## src/rtl/pong_game_ctrl.sv

```systemverilog
`default_nettype none
// ============================================================================
//  Module   : pong_game_ctrl
//  Purpose  : Pong game sequencer: serve delay, scoring, point freeze, win.
//  Revision : 1.0 - initial release
// ============================================================================
module pong_game_ctrl #(
    parameter int WIN_SCORE   = 9,
    parameter int SERVE_DELAY = 60,
    parameter int POINT_DELAY = 30
) (
    input  logic       clk,
    input  logic       reset,
    input  logic       vsync,
    input  logic       start,
    input  logic       miss_left,
    input  logic       miss_right,
    output logic       ball_enable,
    output logic       ball_reset,
    output logic       serve_dir,
    output logic [3:0] score1,
    output logic [3:0] score2,
    output logic       game_over,
    output logic       winner,
    output logic [2:0] state
);

    localparam logic [2:0] c_IDLE       = 3'd0;
    localparam logic [2:0] c_SERVE_WAIT = 3'd1;
    localparam logic [2:0] c_PLAY       = 3'd2;
    localparam logic [2:0] c_POINT      = 3'd3;
    localparam logic [2:0] c_GAME_OVER  = 3'd4;

    localparam int c_CNT_MAX = (SERVE_DELAY > POINT_DELAY) ? SERVE_DELAY : POINT_DELAY;
    localparam int c_CNT_W   = (c_CNT_MAX < 2) ? 1 : $clog2(c_CNT_MAX + 1);

    localparam logic [c_CNT_W-1:0] c_SERVE_CNT = c_CNT_W'(SERVE_DELAY);
    localparam logic [c_CNT_W-1:0] c_POINT_CNT = c_CNT_W'(POINT_DELAY);
    localparam logic [c_CNT_W-1:0] c_CNT_ONE   = c_CNT_W'(1);
    localparam logic [3:0]         c_WIN       = 4'(WIN_SCORE);

    logic               r_start_meta, r_start_sync, r_start_prev;
    logic               r_start_vld, r_start_armed, r_start_evt;
    logic               r_vsync, r_vsync_d;
    logic [2:0]         r_state;
    logic [c_CNT_W-1:0] r_cnt;
    logic [3:0]         r_score1, r_score2;
    logic               r_serve_dir, r_winner;

    logic               w_start_edge, w_frame_tick;
    logic [2:0]         w_state;
    logic [c_CNT_W-1:0] w_cnt, w_cnt_inc;
    logic [3:0]         w_score1, w_score2, w_s1_inc, w_s2_inc;
    logic               w_serve_dir, w_winner;

    // The edge detector is armed only after a genuine low has been seen
    // post-reset, so a switch held high through reset cannot start a game.
    assign w_start_edge = r_start_sync & ~r_start_prev & r_start_armed;
    assign w_frame_tick = r_vsync & ~r_vsync_d;
    assign w_cnt_inc    = r_cnt + c_CNT_ONE;
    assign w_s1_inc     = r_score1 + 4'd1;
    assign w_s2_inc     = r_score2 + 4'd1;

    always_ff @(posedge clk) begin
        if (reset) begin
            r_start_meta  <= 1'b0;
            r_start_sync  <= 1'b0;
            r_start_prev  <= 1'b0;
            r_start_vld   <= 1'b0;
            r_start_armed <= 1'b0;
            r_start_evt   <= 1'b0;
            r_vsync       <= 1'b0;
            r_vsync_d     <= 1'b0;
            r_state       <= c_IDLE;
            r_cnt         <= '0;
            r_score1      <= 4'd0;
            r_score2      <= 4'd0;
            r_serve_dir   <= 1'b0;
            r_winner      <= 1'b0;
        end else begin
            r_start_meta  <= start;
            r_start_sync  <= r_start_meta;
            r_start_prev  <= r_start_sync;
            r_start_vld   <= 1'b1;
            r_start_armed <= r_start_armed | (r_start_vld & ~r_start_meta);
            r_start_evt   <= w_start_edge;
            r_vsync       <= vsync;
            r_vsync_d     <= r_vsync;
            r_state       <= w_state;
            r_cnt         <= w_cnt;
            r_score1      <= w_score1;
            r_score2      <= w_score2;
            r_serve_dir   <= w_serve_dir;
            r_winner      <= w_winner;
        end
    end

    always_comb begin
        w_state     = r_state;
        w_cnt       = r_cnt;
        w_score1    = r_score1;
        w_score2    = r_score2;
        w_serve_dir = r_serve_dir;
        w_winner    = r_winner;
        case (r_state)
            c_IDLE: begin
                if (r_start_evt) begin
                    w_score1 = 4'd0;
                    w_score2 = 4'd0;
                    w_cnt    = '0;
                    w_state  = c_SERVE_WAIT;
                end
            end
            c_SERVE_WAIT: begin
                if (w_frame_tick) begin
                    if (w_cnt_inc == c_SERVE_CNT) begin
                        w_cnt   = '0;
                        w_state = c_PLAY;
                    end else begin
                        w_cnt = w_cnt_inc;
                    end
                end
            end
            c_PLAY: begin
                if (miss_left && miss_right) begin
                    w_cnt   = '0;
                    w_state = c_SERVE_WAIT;
                end else if (miss_left) begin
                    w_score2    = w_s2_inc;
                    w_serve_dir = 1'b0;
                    w_cnt       = '0;
                    if (w_s2_inc == c_WIN) begin
                        w_winner = 1'b1;
                        w_state  = c_GAME_OVER;
                    end else begin
                        w_state = c_POINT;
                    end
                end else if (miss_right) begin
                    w_score1    = w_s1_inc;
                    w_serve_dir = 1'b1;
                    w_cnt       = '0;
                    if (w_s1_inc == c_WIN) begin
                        w_winner = 1'b0;
                        w_state  = c_GAME_OVER;
                    end else begin
                        w_state = c_POINT;
                    end
                end
            end
            c_POINT: begin
                if (w_frame_tick) begin
                    if (w_cnt_inc == c_POINT_CNT) begin
                        w_cnt   = '0;
                        w_state = c_SERVE_WAIT;
                    end else begin
                        w_cnt = w_cnt_inc;
                    end
                end
            end
            c_GAME_OVER: begin
                if (r_start_evt) begin
                    w_score1 = 4'd0;
                    w_score2 = 4'd0;
                    w_winner = 1'b0;
                    w_cnt    = '0;
                    w_state  = c_SERVE_WAIT;
                end
            end
            default: begin
                w_cnt   = '0;
                w_state = c_IDLE;
            end
        endcase
    end

    assign ball_enable = (r_state == c_PLAY);
    assign ball_reset  = (r_state == c_IDLE) || (r_state == c_SERVE_WAIT) ||
                         (r_state == c_GAME_OVER);
    assign game_over   = (r_state == c_GAME_OVER);
    assign serve_dir   = r_serve_dir;
    assign score1      = r_score1;
    assign score2      = r_score2;
    assign winner      = r_winner;
    assign state       = r_state;

endmodule
`default_nettype wire

```

## config.mk

```make
export PLATFORM = sky130hd
export DESIGN_NAME = pong_game_ctrl
export DESIGN_NICKNAME = d
export VERILOG_FILES = /design/src/rtl/pong_game_ctrl.sv
export SDC_FILE = /design/constraint.sdc
export NUM_CORES = 1
export LEC_CHECK = 0
export BUFFER_PORTS_ARGS = -buffer_cell sky130_fd_sc_hd__buf_2
export CORE_MARGIN = 4
export CORE_UTILIZATION = 35
export CTS_BUF_LIST = sky130_fd_sc_hd__clkbuf_4
export DETAILED_ROUTE_END_ITERATION = 7
export GPL_TIMING_DRIVEN = 0
export RECOVER_POWER = 50
export SYNTH_ARGS = -nofsm -noshare
export SYNTH_HDL_FRONTEND = slang
export SYNTH_SLANG_ARGS = --single-unit
```

## constraint.sdc

```tcl
create_clock -name clk -period 4.9 [get_ports clk]
set_input_delay 0.49 -clock clk [delete_from_list [all_inputs] [get_ports clk]]
set_output_delay 0.49 -clock clk [all_outputs]
set_load 0.01 [all_outputs]
```

Word-level counts from Yosys, hierarchy flattened --
Index checks and enable logic that the tools add are counted.
Word-level totals: flip-flop bits (word level) 27, input port bits 6, output and inout bits 16, word-level logic and storage cells 100
Operators by class: add/subtract/negate cells 3, equality and inequality tests 22, muxes and demuxes 38, bitwise logic cells 9, reductions and logical operators 14
Operators with widths (count):
- 6-bit two-way mux | 8
- 3-bit two-way mux | 10
- 4-bit two-way mux | 6
- 6-bit one-hot mux with 4 select lines | 1
- 2-bit inequality test (second input constant) | 8
- 4-bit one-hot mux with 2 select lines | 2
- 3-bit one-hot mux with 4 select lines | 1
- 6-bit AND reduction | 2
- 1-bit two-way mux | 9
- 4-bit by 1-bit adder with 4-bit output (second input constant) | 2
- 4-bit == test (second input constant) | 2
- 4-bit AND reduction | 2
- 6-bit by 1-bit adder with 6-bit output (second input constant) | 1
- 3-bit by 2-bit == test with 1-bit output (second input constant) | 2
- 6-bit by 5-bit == test with 1-bit output (second input constant) | 1
- 6-bit == test (second input constant) | 1
- 3-bit by 2-bit inequality test with 1-bit output (second input constant) | 2
- 2-bit nonzero test | 3
- 5-bit AND reduction | 1
- 1-bit AND | 4
- 2-bit by 1-bit inequality test with 1-bit output (second input constant) | 2
- 4-bit by 3-bit inequality test with 1-bit output (second input constant) | 1
- 1-bit NOT | 4
- 3-bit by 1-bit == test with 1-bit output (second input constant) | 1
- other kinds (9) | 10

Longest topological paths before layout --
depth after elaboration 7, mapped depth 8, depth with buffers taken out 7

Worst setup path after synthesis --
OpenSTA, ideal clock, no wires.
kind register -> register, start reg r_cnt[0], end reg r_state[1], in the netlist state[1], setup time 121 ps, arrival time 1912 ps, required time 4779 ps, path slack 2868 ps, cell stages (with the launch flop) 7, buffers on the path 0, clock period less this slack 2032 ps, cell sequence dfxtp_1 > ha_1 > or3b_2 > a211oi_2 > o22ai_2 > a21oi_1 > mux2_2
On the way: word-level cells in the longest chain between the ends 4, elaborated cells between the ends (all ways) 6, classes of those cells 1 x add/sub; 4 x eq/ne; 1 x reduce/logical
RTL lines:
- from (decl) | line 46 | logic [c_CNT_W-1:0] r_cnt;
- from (signal assigned) | line 90 | r_cnt <= w_cnt;
- 6-bit by 1-bit adder with 6-bit output (*) | line 60 | assign w_cnt_inc = r_cnt + c_CNT_ONE;
- 6-bit by 5-bit == test with 1-bit output / 6-bit == test (equally long branches) | line 152, 116
- 2-bit inequality test (no line)
- 6-bit AND reduction (no line) (*)
- to (signal assigned) | line 74 | r_state <= c_IDLE;
- to (signal assigned) | line 89 | r_state <= w_state;
- to (decl) | line 45 | logic [2:0] r_state;
Mark *: on every way between the ends. The rest lies on a longest branch, timed or not. A chain may end at the register's enable or synchronous reset.

Worst setup path in the final report --
Same ends and word-level chain as after synthesis.

==> run_results.csv <==
group,metric,value,unit
status,outcome,"complete, no violations",
worst_hold_path,hold_path.class,"in -> reg",
layout,final_nets,220,
die,rows,23,
worst_setup_path,path_buf_inv,0,
logic_synthesis,syn-num-nets,194,
sta,worst_slew_pin_slew,0.519,ns
layout,final_area,0.00170,mm2
layout,diodes,0,
logic_synthesis,ys.flop_type,"dfxtp_1",
sta,finalHoldViolations,0,
detailed_routing,routedWlPerCell,13.3,um
detailed_routing,first_pass_iters,4,
detailed_routing,viasPerCell,5.27,
worst_hold_path,hold_depth,2,
worst_setup_path,cp_slowest_cell,"dfxtp_1",
layout,layout-drive-gt1-share,11.8,%
power,p_per_area,260,mW/mm2
sta,tns,0,ns
logic_synthesis,yosysUniqueCellTypes,49,
place,place_area,0.00169,mm2
worst_setup_path,path_cells,"ha_1, or3b_2, a211oi_2, o22ai_2, a21oi_1, mux2_2",
clock_tree,numCtsBuffers,3,
global_route,grt_use_total,13.2,%
power,p_switching,141,uW
worst_setup_path,max_stage_delay,0.50,ns
logic_synthesis,syn_area,0.00152,mm2
run,cap_violations,0,
logic_synthesis,synth_top_area_share,35.6,%
logic_synthesis,synth.area.top_cells,"dfxtp_1 36%, ha_1 7.4%, a21oi_1 5.6%",
place,dp_cells,250,
sta,maxClockFrequency,450,MHz
global_route,grt_max_degree,16,
logic_synthesis,syn_inst,179,
die,die-area,0.00546,mm2
clock_tree,ctsLongestPathBuffers,2,
power,seqPwrFrac,52.5,%
detailed_routing,route.detailed.drc,0,
clock_tree,cts_hold_buf,0,
detailed_routing,drt-total-wl,3380,um
logic_synthesis,yosysTopAreaCell,"dfxtp_1",
die,io_pins,22,
layout,post-route-util,41.5,%
detailed_routing,vias,1338,
layout,syn_to_final_growth,11.7,%
worst_setup_path,crit_family,"compound AO/OA/AOI/OAI gates",
logic_synthesis,seq_area_frac_synth,35.6,%
logic_synthesis,yosys_warnings,0,
power,ir_worst_vdd,150,uV
clock_tree,h-tree-depth,1,
global_route,grt_pass1_vias,1248,
worst_setup_path,crit_type,"reg -> reg",
power,power.leakage,0.656,nW
sta,drv_slew,0,
die,die_w,73.9,um
global_route,antenna_found_initial,0,
place,pre_cts_slack,2.69,ns
die,initial_core_util,37.2,%
worst_setup_path,crit_cells,6,
worst_setup_path,worstPathMaxFanout,8,
power,cell_internal_pwr,300,uW
worst_setup_path,cp.required,5.14,ns
layout,ff_latch_area,541,um2
detailed_routing,ant_nets,0,
sta,setup_violations,0,
layout,multi_input_area,888,um2
worst_setup_path,crit_path_end_kind,"flop",
place,gp_congestion,0.825,
sta,final.setup.worst_slack,2.68,ns
logic_synthesis,ys_ff_latch,27,
clock_tree,clk_pin_slew,0.15,ns
power,power,441,uW
place,hpwlAfterDp,2460,um
worst_setup_path,cp-start-kind,"flop",
clock_tree,cts_sinks,27,
die,fp.dieH,73.9,um
die,core_region_area,0.00409,mm2
global_route,grt_overflow_total,0,
sta,holdWs,0.351,ns
logic_synthesis,async_reset_ff_share,0,%
sta,slew-limit-headroom,65.4,%
sta,min_period,2.22,ns
place,port_buffers,21,
detailed_routing,drtIter0Drc,83,
clock_tree,ctsResizeCount,0,
clock_tree,cts_setup_buffers,0,
layout,n_fill_cell,440,
global_route,grt_pass1_wl,5650,um
power,clockPowerShare,22.9,%
logic_synthesis,synth_edf_count,0,
clock_tree,clk_latency,0.33,ns
power,combPwrFrac,24.6,%
clock_tree,cts_tree,"done",
sta,period_share,45.4,%
sta,clock_skew,0.00181,ns
layout,layout.cells.non_filler,254,
logic_synthesis,avgSynthCellArea,8.49,um2
clock_tree,cts_root_buffer,"clkbuf_4",
sta,rsz0062_at_grt,"false",
power,swShare,31.9,%
worst_setup_path,crit_arrival,2.47,ns
worst_setup_path,r2r_cells,6,
-- per-layer routing --
metal  global-route usage, %  up-vias  part of all wire, %
met2                    21.4       28                   45
li1                        -      694                    -
met4                    3.62        0                  1.2
met1                    18.0      612                   50
met3                    2.33        4                  4.0
met5                       0        -                    0
-- layout make-up --
class / instances / share of cell area [%]
buffer: 6 / 2.73
tap: 50 / 3.68
inverter: 12 / 2.65
clock buffer: 3 / 1.33
timing repair buffer: 21 / 5.16
clock inverter: 1 / 0.295
sequential: 27 / 31.8
multi-input combinational: 134 / 52.3
-- logic make-up (layout without fill, tap and decap cells) --
family          count (synthesis)  count (layout)  share of synthesized area (%)
flops                          27              27                           35.6
fa+ha+maj                       9               9                           7.41
buf+inv                        18              43                           6.01
xor+xnor                        4               4                           2.30
simple gates                   75              75                           27.8
compound gates                 45              45                           20.2
mux                             1               1                          0.741
-- sequential cells by signal (all words and copies together) (netlist names), 3 cells and up --
name / count
r_cnt: 6
score1: 4
score2: 4
state: 3
-- worst reg2reg max path, delay by kind of cell, from the launching register on --
kind / cells / cell delay [ns]
AOI/OAI and AO/OA: 3 / 0.60
adders and majority gates: 1 / 0.24
muxes: 1 / 0.34
and+or+nand+nor: 1 / 0.46
DFF: 1 / 0.50
-- cells in the mapped netlist (5+ instances only) --
master / instances
a21oi_1: 17
nor2b_1: 8
o21ai_0: 5
nand3_1: 11
nor2_1: 15
ha_1: 9
nand3b_1: 5
nand2_1: 10
dfxtp_1: 27
inv_1: 12
nor3_1: 6
-- placed cells by master, fill, tap and decap left out, types with 6 or more instances in the layout --
master / netlist / layout
dfxtp_1: 27 / 27
clkbuf_1: 2 / 16
nor3_1: 6 / 6
nand3_1: 11 / 11
nor2_1: 15 / 15
buf_2: 1 / 8
nor2b_1: 8 / 8
inv_1: 12 / 12
ha_1: 9 / 9
a21oi_1: 17 / 17
nand2_1: 10 / 10
-- final timing paths --
| path | from | slack, ns | end |
|---|---|---|---|
| max | r_cnt[0]$_SDFFE_PP0P_ | 2.68 | state[1]$_SDFFE_PP0P_ |
| min | start | 0.35 | r_start_meta$_SDFF_PP0_ |
| max reg2reg | r_cnt[0]$_SDFFE_PP0P_ | 2.68 | state[1]$_SDFFE_PP0P_ |
| min reg2reg | r_start_meta$_SDFF_PP0_ | 0.46 | r_start_sync$_SDFF_PP0_ |
-- power groups by stage --
stage / Combinational, mW / Clock [mW] / Sequential (mW)
2_1_floorplan: 0.0811 / 0 / 0.237
3_3_place_gp: 0.110 / 0 / 0.236
3_5_place_dp: 0.110 / 0 / 0.236
4_1_cts: 0.110 / 0.107 / 0.232
5_1_grt: 0.120 / 0.115 / 0.233
6_report: 0.109 / 0.101 / 0.232
(Power assumes the default switching activity.)
